## config.mk

```make
export PLATFORM = sky130hd
export DESIGN_NAME = stimulus_conditioner
export DESIGN_NICKNAME = d
export VERILOG_FILES = /design/src/rtl/mimosa_pkg.sv /design/src/rtl/stimulus_debouncer.sv /design/src/rtl/stimulus_conditioner.sv
export SDC_FILE = /design/constraint.sdc
export NUM_CORES = 1
export LEC_CHECK = 0
export ABC_CLOCK_PERIOD_IN_PS = 3800
export CAP_MARGIN = 20
export CORE_UTILIZATION = 35
export DETAILED_ROUTE_END_ITERATION = 12
export GPL_TIMING_DRIVEN = 0
export SETUP_SLACK_MARGIN = 0.1
export SLEW_MARGIN = 20
export SYNTH_ARGS = -nofsm -noshare
export SYNTH_HDL_FRONTEND = slang
export SYNTH_SLANG_ARGS = --single-unit
```

## constraint.sdc

```tcl
create_clock -name clk -period 3.8 [get_ports clk]
set_input_delay 0.38 -clock clk [delete_from_list [all_inputs] [get_ports clk]]
set_output_delay 0.38 -clock clk [all_outputs]
set_load 0.05 [all_outputs]
```

## src/rtl/mimosa_pkg.sv

```systemverilog
// Shared constants for the mimosa behaviour model front end: stimulus channel
// indices and the default split between edge and level channels.
package mimosa_pkg;

    localparam int STIM_N      = 10;

    localparam int STIM_TICKLE = 0;
    localparam int STIM_PLAY   = 1;
    localparam int STIM_TALK   = 2;
    localparam int STIM_CALM   = 3;
    localparam int STIM_FEED   = 4;
    localparam int STIM_COOL   = 5;
    localparam int STIM_HOT    = 6;
    localparam int STIM_QUIET  = 7;
    localparam int STIM_LOUD   = 8;
    localparam int STIM_BRIGHT = 9;

    // Set bits are environment (level) channels, clear bits are button (edge) channels.
    localparam logic [STIM_N-1:0] DEFAULT_LEVEL_MASK = 10'b11_1110_0000;

endpackage

```

## src/rtl/stimulus_debouncer.sv

```systemverilog
// One stimulus channel: two-flop synchroniser, debounce counter and the
// debounced level with its one-cycle rise indication.
module stimulus_debouncer
    import mimosa_pkg::*;
#(
    parameter int DEBOUNCE_CYCLES = 200
) (
    input  logic clk,
    input  logic rst,
    input  logic raw_in,
    output logic db,
    output logic rise
);

    localparam logic [7:0] CNT_LAST = 8'(DEBOUNCE_CYCLES - 1);

    logic       sync1_q, sync1_d;
    logic       sync2_q, sync2_d;
    logic       db_q, db_d;
    logic       db_dly_q, db_dly_d;
    logic [7:0] cnt_q, cnt_d;

    // Synchroniser shift and debounce decision: the level only moves after the
    // synchronised input has disagreed with it for DEBOUNCE_CYCLES cycles in a row.
    always_comb begin
        sync1_d  = raw_in;
        sync2_d  = sync1_q;
        db_dly_d = db_q;
        db_d     = db_q;
        cnt_d    = cnt_q;
        if (sync2_q == db_q) begin
            cnt_d = 8'd0;
        end else if (cnt_q == CNT_LAST) begin
            db_d  = sync2_q;
            cnt_d = 8'd0;
        end else begin
            cnt_d = cnt_q + 8'd1;
        end
    end

    // Channel state registers, all cleared by the synchronous reset.
    always_ff @(posedge clk) begin
        if (rst) begin
            sync1_q  <= 1'b0;
            sync2_q  <= 1'b0;
            db_q     <= 1'b0;
            db_dly_q <= 1'b0;
            cnt_q    <= 8'd0;
        end else begin
            sync1_q  <= sync1_d;
            sync2_q  <= sync2_d;
            db_q     <= db_d;
            db_dly_q <= db_dly_d;
            cnt_q    <= cnt_d;
        end
    end

    assign db   = db_q;
    assign rise = db_q & ~db_dly_q;

endmodule

```

## src/rtl/stimulus_conditioner.sv

```systemverilog
// Conditions raw pad bits into the per-tick stimuli bus: edge channels latch a
// press until the next model tick, level channels are sampled on each tick.
module stimulus_conditioner
    import mimosa_pkg::*;
#(
    parameter int              N               = 10,
    parameter int              DEBOUNCE_CYCLES = 200,
    parameter logic [N-1:0]    LEVEL_MASK      = DEFAULT_LEVEL_MASK
) (
    input  logic         clk,
    input  logic         rst,
    input  logic [N-1:0] raw_in,
    input  logic         tick,
    output logic [N-1:0] stimuli_out,
    output logic         new_stimulus,
    output logic [7:0]   drop_cnt
);

    logic [N-1:0] db;
    logic [N-1:0] rise;

    logic [N-1:0] stim_q, stim_d;
    logic [N-1:0] pend_q, pend_d;
    logic         new_q, new_d;
    logic [7:0]   drop_q, drop_d;
    logic         drop_any;

    for (genvar g = 0; g < N; g++) begin : gen_ch
        stimulus_debouncer #(
            .DEBOUNCE_CYCLES(DEBOUNCE_CYCLES)
        ) u_deb (
            .clk   (clk),
            .rst   (rst),
            .raw_in(raw_in[g]),
            .db    (db[g]),
            .rise  (rise[g])
        );
    end

    // Per-channel tick update, pending capture and drop detection; a rise on the
    // tick cycle goes straight to the output so it is never counted as a drop.
    always_comb begin
        stim_d   = stim_q;
        pend_d   = pend_q;
        drop_any = 1'b0;
        for (int i = 0; i < N; i++) begin
            if (LEVEL_MASK[i]) begin
                pend_d[i] = 1'b0;
                if (tick) begin
                    stim_d[i] = db[i];
                end
            end else if (tick) begin
                stim_d[i] = pend_q[i] | rise[i];
                pend_d[i] = 1'b0;
            end else if (rise[i]) begin
                pend_d[i] = 1'b1;
                if (pend_q[i]) begin
                    drop_any = 1'b1;
                end
            end
        end
        drop_d = drop_q;
        if (drop_any && (drop_q != 8'hFF)) begin
            drop_d = drop_q + 8'd1;
        end
        new_d = tick && ((stim_d != stim_q) || (|(stim_d & ~LEVEL_MASK)));
    end

    // Output, pending and drop counter registers.
    always_ff @(posedge clk) begin
        if (rst) begin
            stim_q <= '0;
            pend_q <= '0;
            new_q  <= 1'b0;
            drop_q <= 8'd0;
        end else begin
            stim_q <= stim_d;
            pend_q <= pend_d;
            new_q  <= new_d;
            drop_q <= drop_d;
        end
    end

    assign stimuli_out  = stim_q;
    assign new_stimulus = new_q;
    assign drop_cnt     = drop_q;

endmodule

```

# After elaboration in Yosys (flattened, before gate mapping)
# Index checks and enable logic that the tools add are counted.
dict set report word_totals {
  reg_bits 139
  input_bits 13
  out_inout_bits 19
  elab_cells 161
}
dict set report classes {
  add_sub_neg 11
  n_eq_ne 22
  muxes 25
  n_bitwise 25
  reduce_logical 25
}
# operator count
set op_table {}
lappend op_table {{8-bit by 1-bit adder with 8-bit output (second input constant)} 11}
lappend op_table {{8-bit == test (second input constant)} 10}
lappend op_table {{3-bit OR reduction} 10}
lappend op_table {{1-bit two-way mux} 25}
lappend op_table {{2-bit AND reduction} 10}
lappend op_table {{1-bit inverter} 15}
lappend op_table {{1-bit == test} 10}
lappend op_table {{10-bit inequality test} 1}
lappend op_table {{8-bit inequality test (second input constant)} 1}
lappend op_table {{1-bit AND} 5}
lappend op_table {{1-bit OR} 5}
lappend op_table {{5-bit OR reduction} 1}
lappend op_table {{1-bit logical AND} 2}
lappend op_table {{2-bit OR reduction} 1}
lappend op_table {{1-bit logical OR} 1}

# Depth between registers and ports, before layout
dict set report logic_depth {
  word_depth 17
  ltp_mapped 6
  depth_no_buf 5
}

# By module
# From an unflattened synthesis, not the netlist that was laid out.
dict set report hier_totals {
  cells_unflattened 620
  area_unflattened_um2 6288.5
}
# mod n_inst cells_each area_per_inst_um2 seq_area_each_um2
set by_module_without_submodules {}
lappend by_module_without_submodules {stimulus_debouncer 10 51 528.0 240.2}
lappend by_module_without_submodules {stimulus_conditioner 1 110 1008.5 480.5}

# Worst setup path before layout
# No wires, ideal clock.
dict set report synth_timing {
  path_kind {register -> register}
  from {reg drop_q[0], in the netlist drop_cnt[0]}
  to {reg drop_q[7], in the netlist drop_cnt[7]}
  setup_time_ns 0.115
  arrival_time_ns 1.687
  required_time_ns 3.685
  slack_ns 1.998
  stages_incl_launch_ff 7
  n_path_buf 1
  period_less_slack_ns 1.802
  cell_sequence {dfxtp_1 -> ha_1 -> a41oi_2 -> o21ai_2 -> buf_4 -> o31a_1 -> o21a_1}
}
dict set report synth_via {
  elab_chain_len 2
  word_cells_on_any_way 3
  cone_classes {1 x add/sub; 1 x eq/ne; 1 x reduce/logical}
}
# element line_no
set synth_rtl {}
lappend synth_rtl {{start, declared} stimulus_conditioner.sv:25} ;# logic [7:0] drop_q, drop_d;
lappend synth_rtl {{start signal, assigned} stimulus_conditioner.sv:80} ;# drop_q <= drop_d;
lappend synth_rtl {{parallel branches: the longest is 2 deep, another holds 8-bit by 1-bit adder with 8-bit output} --}
# Several ways; the timed one is not identified.
# A chain may end at the register's enable or synchronous reset.

# Final worst setup path
dict set report layout_timing {
  from {reg drop_q[2], in the netlist drop_cnt[2]}
  to {out drop_cnt[2]}
}
# element line_no
set layout_rtl {}
lappend layout_rtl {{end, declared} stimulus_conditioner.sv:16} ;# output logic [7:0] drop_cnt
# No word-level cell between the ends.

==> results by group <==
Timing
  • Post-route minimum period: roughly 2.1 ns
  • Max-slew violations: 0
  • Worst-margin pin slew: 0.545 ns
  • Fin. Hold Viols: 0
  • Crit share post-route: around 54%
  • RSZ-0062 raised after global routing: false
  • Setup TNS: 0 ns
  • FMAX: between 0.4 and 0.5 GHz
  • PnR worst setup slack: between 1.5 and 2 ns
  • Setup-failing EPs final: 0
  • Clock skew: between 0.01 and 0.015 ns
  • Worst Hold Slack: ~0.43 ns
  • Max transition margin: a little under two thirds

Synth
  • Mapped Area: around 5300 um2
  • Post-synthesis simple-gate area fraction: between 20% and 30%
  • Synth top area share: between 50% and 60%
  • Distinct cell type count of the synthesized netlist: 39
  • Synth area leader: dfxtp_1
  • Main combinational cell family by area after synthesis: simple AND/OR/NAND/NOR gates
  • Synth top area cells: dfxtp_1, xor2_1, nor2_1
  • Synth Area in XOR/XNOR: between 10% and 20%
  • Multiplexer share of the synthesized area: under 10%
  • Average cell area after synthesis: between 9 and 10 um2
  • Syn nets: 584
  • Compound-Gate Fraction of Synth Area: between 3 and 4%
  • Seq cells post-synth: 139
  • YS warnings: 0
  • Synthesized-area fraction occupied by adder cells: under 10%
  • Post-synthesis sequential area ratio: 52.2%
  • Cells after synthesis: 560

Critical path
  • Max stage delay cell, worst path: clkdlybuf4s50_1
  • Max incr delay on CP: ~0.84 ns
  • CP cell instances: clkdlybuf4s50_1
  • CP max FO: 7
  • Crit. Startpoint: drop_cnt[2]
  • Capture point of the worst reg-to-reg path: gen_ch[2].u_deb.cnt_q[5]
  • Worst reg2reg startpoint: gen_ch[2].u_deb.cnt_q[0]
  • CP Class: reg2out
  • CP endpoint kind: output port
  • CP bufs+invs: 1
  • Worst setup SP type: register
  • CP delay by family, top: buffers and inverters
  • Worst Path Required: around 3.4 ns
  • Data arrival, critical path: roughly 1.7 ns
  • Depth of the most critical reg-to-reg path: 6
  • Worst reg2reg setup slack: approximately 2.0 ns

Global route
  • First-pass GRT wire length: ~17000 um
  • Vias in the first global route: about 3.8k
  • Largest net degree at the start of global routing: 17
  • Antenna violations before repair: 0
  • Total congestion overflow: 0
  • GRT Total Usage: 13.6%

Die
  • Core box area: between 10000 and 15000 um2
  • Starting Density: about 36%
  • I/O pin count: 32
  • Die Ht: about 130 um
  • # rows: 44
  • Die W: around 130 um
  • Die area: between 15000 and 20000 um2

Pwr
  • LEAKAGE: 2.38 nW
  • Total power: between 3 and 4 mW
  • Power density cells: between 400 and 500 nW/um2
  • VDD IR max: ~330 uV

CTS
  • Clock sinks: 139
  • Post-CTS Setup Inserts: 0
  • Cts hold-fix bufs: 0
  • Clk buf depth: 2
  • Number of H-tree levels: 4
  • CTS tree: done
  • Post-cts sizing count: 0
  • Num CTS Buffers: 17
  • Worst-Skew Late Latency: 0.41 ns
  • Clock-pin slew on the worst setup and hold paths: 0.05 ns
  • CTS Root Cell: clkbuf_16

Detailed routing
  • Vias: ~3.8k
  • DR vias/cell: ~4.7
  • TritonRoute pass-1 iters: 8
  • Routed Antenna Nets: 0
  • Drt drc: 3
  • Wirelength per Cell: between 10 and 15 um
  • Final WL: 9830 um
  • Starting DRT DRC Count: approximately 210

Place
  • # port buffers: 31
  • Post-Place Setup Slack: 1.62 ns
  • HPWL after detailed placement: 6930 um
  • DP Area: 5870 um2
  • Post-Place Cells: approximately 780
  • RD Place Congestion: 0.790

Final layout
  • Fin area: between 6000 and 7000 um2
  • Fillers: between 1k and 1.5k
  • Share of layout cells above drive strength 1: 6.74%
  • Final Non-Filler Cells: 807
  • Area Growth Syn to Fin: 21.4%
  • Commonest non-fill, non-tap cell in the layout: dfxtp_1
  • Fin nets: 634
  • Most frequent cells in the layout: dfxtp_1, nor2_1, xor2_1, nand3_1, clkdlybuf4s50_1
  • Final Util: 44.0%
  • ANT cells: 0

Min path
  • Hold crit path type: reg2reg
  • Min-Delay Path Depth: 1
  • Hold path start: gen_ch[3].u_deb.cnt_q[0]
  • Hold Crit Endpoint: gen_ch[3].u_deb.cnt_q[0]

Outcome
  • Status: finished, violations left
  • Violated checks: DRC

Run
  • Maxcap violations: 0
kinds of logic after synthesis:
logic type               after synthesis
XOR/XNOR                              74
buffers and inverters                 36
AND/OR/NAND/NOR                      256
multiplexers                          15
adder cells (fa/ha/maj)               11
flip-flops                           139
AO/OA/AOI/OAI                         29
cell usage after synthesis:
| master | number |
|---|---|
| dfxtp_1 | 139 |
| nor2_1 | 103 |
| xor2_1 | 50 |
| nand3_1 | 46 |
| nor2b_1 | 26 |
| xnor2_1 | 24 |
| and3_1 | 21 |
| inv_1 | 19 |
| mux2i_1 | 15 |
| clkbuf_1 | 12 |
| nand2_1 | 12 |
| ha_1 | 11 |
| a21oi_1 | 10 |
| nor4_1 | 8 |
| or2_2 | 8 |
| nand4_1 | 7 |
| nor3_1 | 6 |
| or3_1 | 6 |
| a211oi_1 | 5 |
| o21ai_0 | 4 |
| buf_1 | 3 |
| nand2b_1 | 3 |
| nand3b_1 | 3 |
| nor4b_1 | 3 |
| nand4b_1 | 2 |
| a31oi_1 | 1 |
| a32o_1 | 1 |
| a41oi_2 | 1 |
| and4_4 | 1 |
| buf_2 | 1 |
| buf_4 | 1 |
| o2111ai_1 | 1 |
| o21a_1 | 1 |
| o21ai_2 | 1 |
| o221ai_1 | 1 |
| o311a_1 | 1 |
| o31a_1 | 1 |
| o31ai_1 | 1 |
| or4_1 | 1 |
worst max path at each step:
stage | end | slack [ns] | depth (start not counted)
finish | drop_cnt[2] | 1.75 | 1
global route | drop_cnt[2] | 1.68 | 1
CTS | drop_cnt[2] | 1.73 | 1
detailed placement | gen_ch[3].u_deb.cnt_q[6] | 1.62 | 7
global placement | gen_ch[4].u_deb.db | 1.66 | 4
floorplan | drop_cnt[7] | 2.00 | 6
final cells by class:
type | count | area [um2] | share of cell area [%]
multi-input cells | 385 | 2410 | 37.2
inverters | 19 | 71.3 | 1.10
well taps | 184 | 230 | 3.56
clock inverters | 6 | 82.6 | 1.28
clock buffers | 26 | 519 | 8.02
plain buffers | 17 | 68.8 | 1.06
flip-flops and latches | 139 | 2780 | 43.0
repair buffers | 31 | 310 | 4.79
flip-flops by register name, summed over array words and instances (netlist names):
name / count
gen_ch.u_deb.cnt_q: 80
gen_ch.u_deb.db: 10
gen_ch.u_deb.sync1_q: 10
gen_ch.u_deb.sync2_q: 10
stimuli_out: 10
drop_cnt: 8
gen_ch.u_deb.db_dly_q: 5
pend_q: 5
new_stimulus: 1
report_power, final:
group | total, mW | leakage [nW] | switching (mW) | internal [mW]
registers | 1.48 | 1.13 | 0.00942 | 1.47
clock network | 1.64 | 0.296 | 0.569 | 1.07
logic | 0.0832 | 0.961 | 0.0486 | 0.0346
metal layers:
layer / GRT usage [%] / up-vias / wire length [um]
met5: 0 / - / 0
met4: 6.89 / 0 / 116
met3: 3.85 / 9 / 252
met2: 22.5 / 45 / 4580
met1: 16.0 / 1787 / 4880
li1: - / 1974 / -
Note: power is estimated with default switching activity, not from simulation.
